## src/rtl/hinf_frame_sequencer_if.sv

```systemverilog
// Bundle of the three streaming sides of the frame sequencer: the FWFT RX FIFO
// read port, the Start/Xin/D_Wr/D_out port of the filter core and the TX FIFO
// write port.
//   master : the sequencer. It drives rx_rd, core_start, core_xin, tx_wr and tx_data.
//   slave  : the surrounding FIFOs and core. They drive rx_data, rx_empty, core_wr,
//            core_dout and tx_full.
interface hinf_frame_sequencer_if #(
  parameter int unsigned DATA_W = 64
);
  logic              rx_rd;
  logic [DATA_W-1:0] rx_data;
  logic              rx_empty;
  logic              core_start;
  logic [DATA_W-1:0] core_xin;
  logic              core_wr;
  logic [DATA_W-1:0] core_dout;
  logic              tx_full;
  logic              tx_wr;
  logic [DATA_W-1:0] tx_data;

  modport master (
    input  rx_data, rx_empty, core_wr, core_dout, tx_full,
    output rx_rd, core_start, core_xin, tx_wr, tx_data
  );

  modport slave (
    output rx_data, rx_empty, core_wr, core_dout, tx_full,
    input  rx_rd, core_start, core_xin, tx_wr, tx_data
  );
endinterface

```

## src/rtl/hinf_frame_sequencer.sv

```systemverilog
// Frame-level controller for the H-infinity filter core.
// The sequencer pops FRAME_LEN samples from the RX FIFO and replays them to the
// core with the Start/Xin protocol. It captures the core's FRAME_LEN-word output
// burst and drains that burst to the TX FIFO. It counts completed frames and raises
// a sticky flag when the core does not answer within TIMEOUT cycles.
// Ports:
//   clk, rst_n   clock and asynchronous active-low reset
//   en           permits a new frame; sampled only while idle
//   err_clr      clears err_timeout and leaves the error state
//   bus          RX/core/TX handshakes (master side of hinf_frame_sequencer_if)
//   busy         high whenever the sequencer is not idle
//   frame_cnt    count of completed frames, wraps modulo 2^CNT_W
//   err_timeout  sticky flag for a core timeout
// FRAME_LEN must be at least 2.
module hinf_frame_sequencer #(
  parameter int unsigned DATA_W    = 64,
  parameter int unsigned FRAME_LEN = 8,
  parameter int unsigned TIMEOUT   = 4096,
  parameter int unsigned CNT_W     = 16
) (
  input  logic                  clk,
  input  logic                  rst_n,
  input  logic                  en,
  input  logic                  err_clr,
  hinf_frame_sequencer_if.master bus,
  output logic                  busy,
  output logic [CNT_W-1:0]      frame_cnt,
  output logic                  err_timeout
);

  localparam int unsigned IdxW = (FRAME_LEN > 1) ? $clog2(FRAME_LEN) : 1;
  localparam int unsigned TmoW = $clog2(TIMEOUT + 1);
  localparam logic [IdxW-1:0] IdxLast = IdxW'(FRAME_LEN - 1);
  localparam logic [TmoW-1:0] TmoLast = TmoW'(TIMEOUT - 1);

  typedef enum logic [2:0] {
    StIdle, StFetch, StStart, StLoad, StWait, StDrain, StErr
  } state_e;

  state_e            state_q;
  logic [IdxW-1:0]   idx_q;        // fetch / load / capture / drain word index
  logic [IdxW-1:0]   idx_inc;
  logic [TmoW-1:0]   tmo_q;
  logic              capturing_q;  // WAIT has seen core_wr; the burst is in progress
  logic              core_start_q;
  logic [DATA_W-1:0] core_xin_q;
  logic [CNT_W-1:0]  frame_cnt_q;
  logic              err_q;

  logic [DATA_W-1:0] in_buf  [FRAME_LEN];
  logic [DATA_W-1:0] out_buf [FRAME_LEN];

  logic rx_pop;
  logic tx_push;
  logic cap_en;

  assign idx_inc = idx_q + IdxW'(1);
  assign rx_pop  = (state_q == StFetch) & ~bus.rx_empty;
  assign tx_push = (state_q == StDrain) & ~bus.tx_full;
  // While not capturing, idx_q is 0, so the first word of the burst lands in out_buf[0].
  assign cap_en  = (state_q == StWait) & (capturing_q | bus.core_wr);

  // The frame buffers have no reset because their contents are don't-care after reset.
  always_ff @(posedge clk) begin
    if (rx_pop) in_buf[idx_q] <= bus.rx_data;
    if (cap_en) out_buf[idx_q] <= bus.core_dout;
  end

  always_ff @(posedge clk or negedge rst_n) begin
    if (!rst_n) begin
      state_q      <= StIdle;
      idx_q        <= '0;
      tmo_q        <= '0;
      capturing_q  <= 1'b0;
      core_start_q <= 1'b0;
      core_xin_q   <= '0;
      frame_cnt_q  <= '0;
      err_q        <= 1'b0;
    end else begin
      unique case (state_q)
        StIdle: begin
          if (en) begin
            state_q <= StFetch;
            idx_q   <= '0;
          end
        end
        StFetch: begin
          if (rx_pop) begin
            if (idx_q == IdxLast) begin
              state_q      <= StStart;
              idx_q        <= '0;
              core_start_q <= 1'b1;
              core_xin_q   <= '0;
            end else begin
              idx_q <= idx_inc;
            end
          end
        end
        StStart: begin
          state_q    <= StLoad;
          core_xin_q <= in_buf[0];
        end
        StLoad: begin
          if (idx_q == IdxLast) begin
            state_q      <= StWait;
            idx_q        <= '0;
            tmo_q        <= '0;
            capturing_q  <= 1'b0;
            core_start_q <= 1'b0;
            core_xin_q   <= '0;
          end else begin
            idx_q      <= idx_inc;
            core_xin_q <= in_buf[idx_inc];
          end
        end
        StWait: begin
          if (capturing_q) begin
            if (idx_q == IdxLast) begin
              state_q     <= StDrain;
              idx_q       <= '0;
              capturing_q <= 1'b0;
            end else begin
              idx_q <= idx_inc;
            end
          end else if (bus.core_wr) begin
            capturing_q <= 1'b1;
            idx_q       <= idx_inc;
          end else if (tmo_q == TmoLast) begin
            state_q <= StErr;
            err_q   <= 1'b1;
          end else begin
            tmo_q <= tmo_q + TmoW'(1);
          end
        end
        StDrain: begin
          if (tx_push) begin
            if (idx_q == IdxLast) begin
              state_q     <= StIdle;
              idx_q       <= '0;
              frame_cnt_q <= frame_cnt_q + CNT_W'(1);
            end else begin
              idx_q <= idx_inc;
            end
          end
        end
        StErr: begin
          if (err_clr) begin
            state_q <= StIdle;
            err_q   <= 1'b0;
          end
        end
        default: state_q <= StIdle;
      endcase
    end
  end

  assign bus.rx_rd      = rx_pop;
  assign bus.core_start = core_start_q;
  assign bus.core_xin   = core_xin_q;
  assign bus.tx_wr      = tx_push;
  assign bus.tx_data    = (state_q == StDrain) ? out_buf[idx_q] : '0;
  assign busy           = (state_q != StIdle);
  assign frame_cnt      = frame_cnt_q;
  assign err_timeout    = err_q;

endmodule

```

## src/flat_wrapper.sv

```systemverilog
// flat-port wrapper written by rule: the top's interface ports become plain ports
module hinf_frame_sequencer_flat 
#(
  parameter int unsigned DATA_W    = 64,
  parameter int unsigned FRAME_LEN = 8,
  parameter int unsigned TIMEOUT   = 4096,
  parameter int unsigned CNT_W     = 16
)
  (clk, rst_n, en, err_clr, busy, frame_cnt, err_timeout, bus_rx_data, bus_rx_empty, bus_core_wr, bus_core_dout, bus_tx_full, bus_rx_rd, bus_core_start, bus_core_xin, bus_tx_wr, bus_tx_data);
  hinf_frame_sequencer_if #(.DATA_W(DATA_W)) bus_i ();
  input  logic clk;
  input  logic rst_n;
  input  logic en;
  input  logic err_clr;
  output logic busy;
  output logic [CNT_W-1:0] frame_cnt;
  output logic err_timeout;
  input wire logic [$bits(bus_i.rx_data)-1:0] bus_rx_data;
  input wire logic [$bits(bus_i.rx_empty)-1:0] bus_rx_empty;
  input wire logic [$bits(bus_i.core_wr)-1:0] bus_core_wr;
  input wire logic [$bits(bus_i.core_dout)-1:0] bus_core_dout;
  input wire logic [$bits(bus_i.tx_full)-1:0] bus_tx_full;
  output wire logic [$bits(bus_i.rx_rd)-1:0] bus_rx_rd;
  output wire logic [$bits(bus_i.core_start)-1:0] bus_core_start;
  output wire logic [$bits(bus_i.core_xin)-1:0] bus_core_xin;
  output wire logic [$bits(bus_i.tx_wr)-1:0] bus_tx_wr;
  output wire logic [$bits(bus_i.tx_data)-1:0] bus_tx_data;
  assign bus_i.rx_data = bus_rx_data;
  assign bus_i.rx_empty = bus_rx_empty;
  assign bus_i.core_wr = bus_core_wr;
  assign bus_i.core_dout = bus_core_dout;
  assign bus_i.tx_full = bus_tx_full;
  assign bus_rx_rd = bus_i.rx_rd;
  assign bus_core_start = bus_i.core_start;
  assign bus_core_xin = bus_i.core_xin;
  assign bus_tx_wr = bus_i.tx_wr;
  assign bus_tx_data = bus_i.tx_data;
  hinf_frame_sequencer #(.DATA_W(DATA_W), .FRAME_LEN(FRAME_LEN), .TIMEOUT(TIMEOUT), .CNT_W(CNT_W)) u_core (.clk(clk), .rst_n(rst_n), .en(en), .err_clr(err_clr), .bus(bus_i), .busy(busy), .frame_cnt(frame_cnt), .err_timeout(err_timeout));
endmodule
```

## config.mk

```make
export PLATFORM = sky130hd
export DESIGN_NAME = hinf_frame_sequencer_flat
export DESIGN_NICKNAME = d
export VERILOG_FILES = /design/src/rtl/hinf_frame_sequencer_if.sv /design/src/rtl/hinf_frame_sequencer.sv /design/src/flat_wrapper.sv
export SDC_FILE = /design/constraint.sdc
export NUM_CORES = 1
export LEC_CHECK = 0
export ABC_AREA = 1
export BUFFER_PORTS_ARGS = -buffer_cell sky130_fd_sc_hd__buf_2
export CORE_MARGIN = 2
export CORE_UTILIZATION = 50
export CTS_BUF_LIST = sky130_fd_sc_hd__clkbuf_4 sky130_fd_sc_hd__clkbuf_8 sky130_fd_sc_hd__clkbuf_16
export DETAILED_ROUTE_END_ITERATION = 8
export PLACE_DENSITY_LB_ADDON = 0.25
export SLEW_MARGIN = 25
export SYNTH_ARGS = -nofsm -noshare
export SYNTH_HDL_FRONTEND = slang
export SYNTH_SLANG_ARGS = --single-unit
```

## constraint.sdc

```tcl
create_clock -name clk -period 5.2 [get_ports clk]
set_input_delay 1.3 -clock clk [delete_from_list [all_inputs] [get_ports clk]]
set_output_delay 1.3 -clock clk [all_outputs]
set_load 0.01 [all_outputs]
```

==> results_dict.tcl <==
set metrics [dict create \
    status "completed" \
    vias 29200 \
    synth_area_um2 45100 \
    hold_viol 0 \
    grt_setup_unrepaired "no" \
    synth_area_leaders "edfxtp_1 (68%), nand2_1 (6.0%), dfrtp_1 (5.7%)" \
    async_flop_share_pct 9.06 \
    dp_hpwl_mm 56.2 \
    worst_slew_pin_slew_ns 1.07 \
    nFillCells 7270 \
    fp.dieW_um 304 \
    path_clk_slew_ns 0.06 \
    drive_gt1_share_pct 14.8 \
    drc 0 \
    drt_first_iter_violations 2745 \
    grt_antenna_before_repair 29 \
    syn_nets 3841 \
    cts_setup_buffers 0 \
    routabilityCongestion 0.848 \
    grt_pass1_vias 28400 \
    total_power_w 0.0257 \
    cp-start-kind "register" \
    synthToLayoutAreaGrowth_pct 14.4 \
    clk-insertion-delay-late_ns 0.69 \
    clock_skew_ns 0.0218 \
    cts_root_buffer "clkbuf_16" \
    die_h_um 304 \
    drv_cap 0 \
    min_period_ns 4.53 \
    synth_edf_count 1024 \
    power_density_nw_per_um2 497 \
    rows 110 \
    synth_top_area_share_pct 68.2 \
    portBuffers 283 \
    pin_count 284 \
    htree_levels 3 \
    ys_ff_latch 1126 \
    initial_utilization_pct 50.3 \
    seq_area_frac_synth_pct 73.8 \
    avgViaCountPerCell 5.61 \
    synth_top_cell_by_area "edfxtp_1" \
    cts.sinks 1126 \
    seqCellArea_um2 33300 \
    slew_headroom_pct 28.5 \
    cts_buffer_depth 3 \
    synth_ff_type "edfxtp_1" \
    yosysWarnings 0 \
    grt_pass1_wl_mm 168 \
    multi_input_area_um2 10500 \
    hold_class "reg -> reg" \
    fin_tns_setup_ns 0 \
    leakagePower_nw 18.3 \
    critical_path_arrival_ns 3.23 \
    yosysUniqueCellTypes 34 \
    core-area_um2 89700 \
    postRouteAntennaNets 0 \
    netlist_instances 3702 \
    grt_usage_pct 23.6 \
    dr.pass1.iters 5 \
    worstPathMaxFanout 101 \
    post_drt_wl_per_cell_um 21.1 \
    synth_area_per_cell_um2 12.2 \
    cts_buffers 115 \
    cts_resized 0 \
    end_kind "output pin" \
    tritoncts "done" \
    yosysMostFrequentCell "edfxtp_1" \
    synth_commonest_cells "edfxtp_1 (1024), nand2_1 (726), nor2_1 (460)" \
    grt-ovfl-total 0 \
    dieArea_um2 92600 \
    slew_viol_final 0 \
    nNetsFinal 4071 \
    fin_util_pct 57.5 \
    cp_data_required_time_ns 3.90 \
    setup_violations 0 \
    grt_max_degree 240 \
    fmax_mhz 221 \
    peakVddDrop_v 0.000455 \
    wl_mm 110 \
    dp.cells 4990 \
    hold_buffers 0 \
    path_class "reg -> out" \
    post-route-period-util_pct 87.1 \
    final_cells 5216 \
]
==> through the flow <==
step           setup WS, ns  hold slack (ns)  cell area [um^2]
2_1_floorplan         0.344            0.461             45100
6_report              0.671            0.475             51600
3_5_place_dp           1.45            0.472             47700
3_3_place_gp           1.45            0.469             47600
4_1_cts               0.660            0.483             51500
5_1_grt               0.503            0.503             51600
==> routing by layer <==
metal  wire length, um  GRT usage (%)
met5               192              0
met4              2770           8.50
met3              8070           4.74
met2             53800           39.1
met1             45400           31.0
==> flip-flops by register name, summed over array words and instances (netlist names) <==
signal,cells
u_core.capturing_q,1
u_core.err_timeout,1
u_core.in_buf,512
u_core.state_q,3
u_core.out_buf,512
u_core.frame_cnt,16
u_core.idx_q,3
u_core.bus.core_xin,64
u_core.bus.core_start,1
u_core.tmo_q,13
==> worst max-delay path, cell delays in order (launching register included) <==
cell	delay (ns)
dfrtp_4	0.65
inv_8	0.53
buf_12	0.37
nand2_1	0.10
a21oi_1	0.14
o21ai_0	0.12
a21oi_1	0.40
buf_2	0.21
==> path summary, 6_finish.rpt <==
kind | start | to | slack [ns] | depth (start not counted)
max | u_core.idx_q[0]$_DFFE_PN0P_ | bus_tx_data[60] | 0.67 | 7
min | u_core.in_buf[0][12]$_DFFE_PP_ | u_core.bus.core_xin[12]$_DFFE_PN0P_ | 0.47 | 2
max reg2reg | u_core.idx_q[2]$_DFFE_PN0P_ | u_core.bus.core_xin[59]$_DFFE_PN0P_ | 1.69 | 7
min reg2reg | u_core.in_buf[0][12]$_DFFE_PP_ | u_core.bus.core_xin[12]$_DFFE_PN0P_ | 0.47 | 2
max in group asynchronous | rst_n | u_core.idx_q[1]$_DFFE_PN0P_ | 3.48 | 2
min in group asynchronous | rst_n | u_core.bus.core_xin[23]$_DFFE_PN0P_ | 0.68 | 1
==> cell type report <==
type | count | area share (%)
antenna | 12 | 0.0582
sequential | 1126 | 64.6
inverter | 58 | 0.461
timing repair buffer | 344 | 4.22
tap | 1176 | 2.85
clock inverter | 53 | 1.05
multi-input combinational | 2287 | 20.4
clock buffer | 160 | 6.45
==> where the power goes <==
group / switching, W / internal (W)
registers: 0.000346 / 0.0105
logic: 0.00456 / 0.00196
clock network: 0.00338 / 0.00491
==> cells by family (layout without fill, tap and decap cells) <==
kind of cell | count (synthesis) | in the layout | share of synthesized area (%)
fa+ha+maj | 4 | 4 | 0.111
other cells | 0 | 12 | 0
buf+inv | 289 | 615 | 3.19
flops | 1126 | 1126 | 73.8
compound gates | 857 | 857 | 10.0
xor+xnor | 14 | 14 | 0.272
simple gates | 1412 | 1412 | 12.6
==> cell usage in the layout, fill, tap and decap left out, drive strengths merged <==
master    instances
edfxtp         1024
nand2           733
nor2            468
o21ai           405
a21oi           365
buf             344
nand3           187
clkbuf          160
dfrtp           102
o211ai           82
inv              63
clkinv           36
diode            12
nand4            12
xor2             11
nor3             11
bufinv            9
o21bai            4
ha                4
xnor2             3
clkinvlp          3
o22ai             1
nand3b            1
No activity file was read; power rests on OpenSTA's default activity.
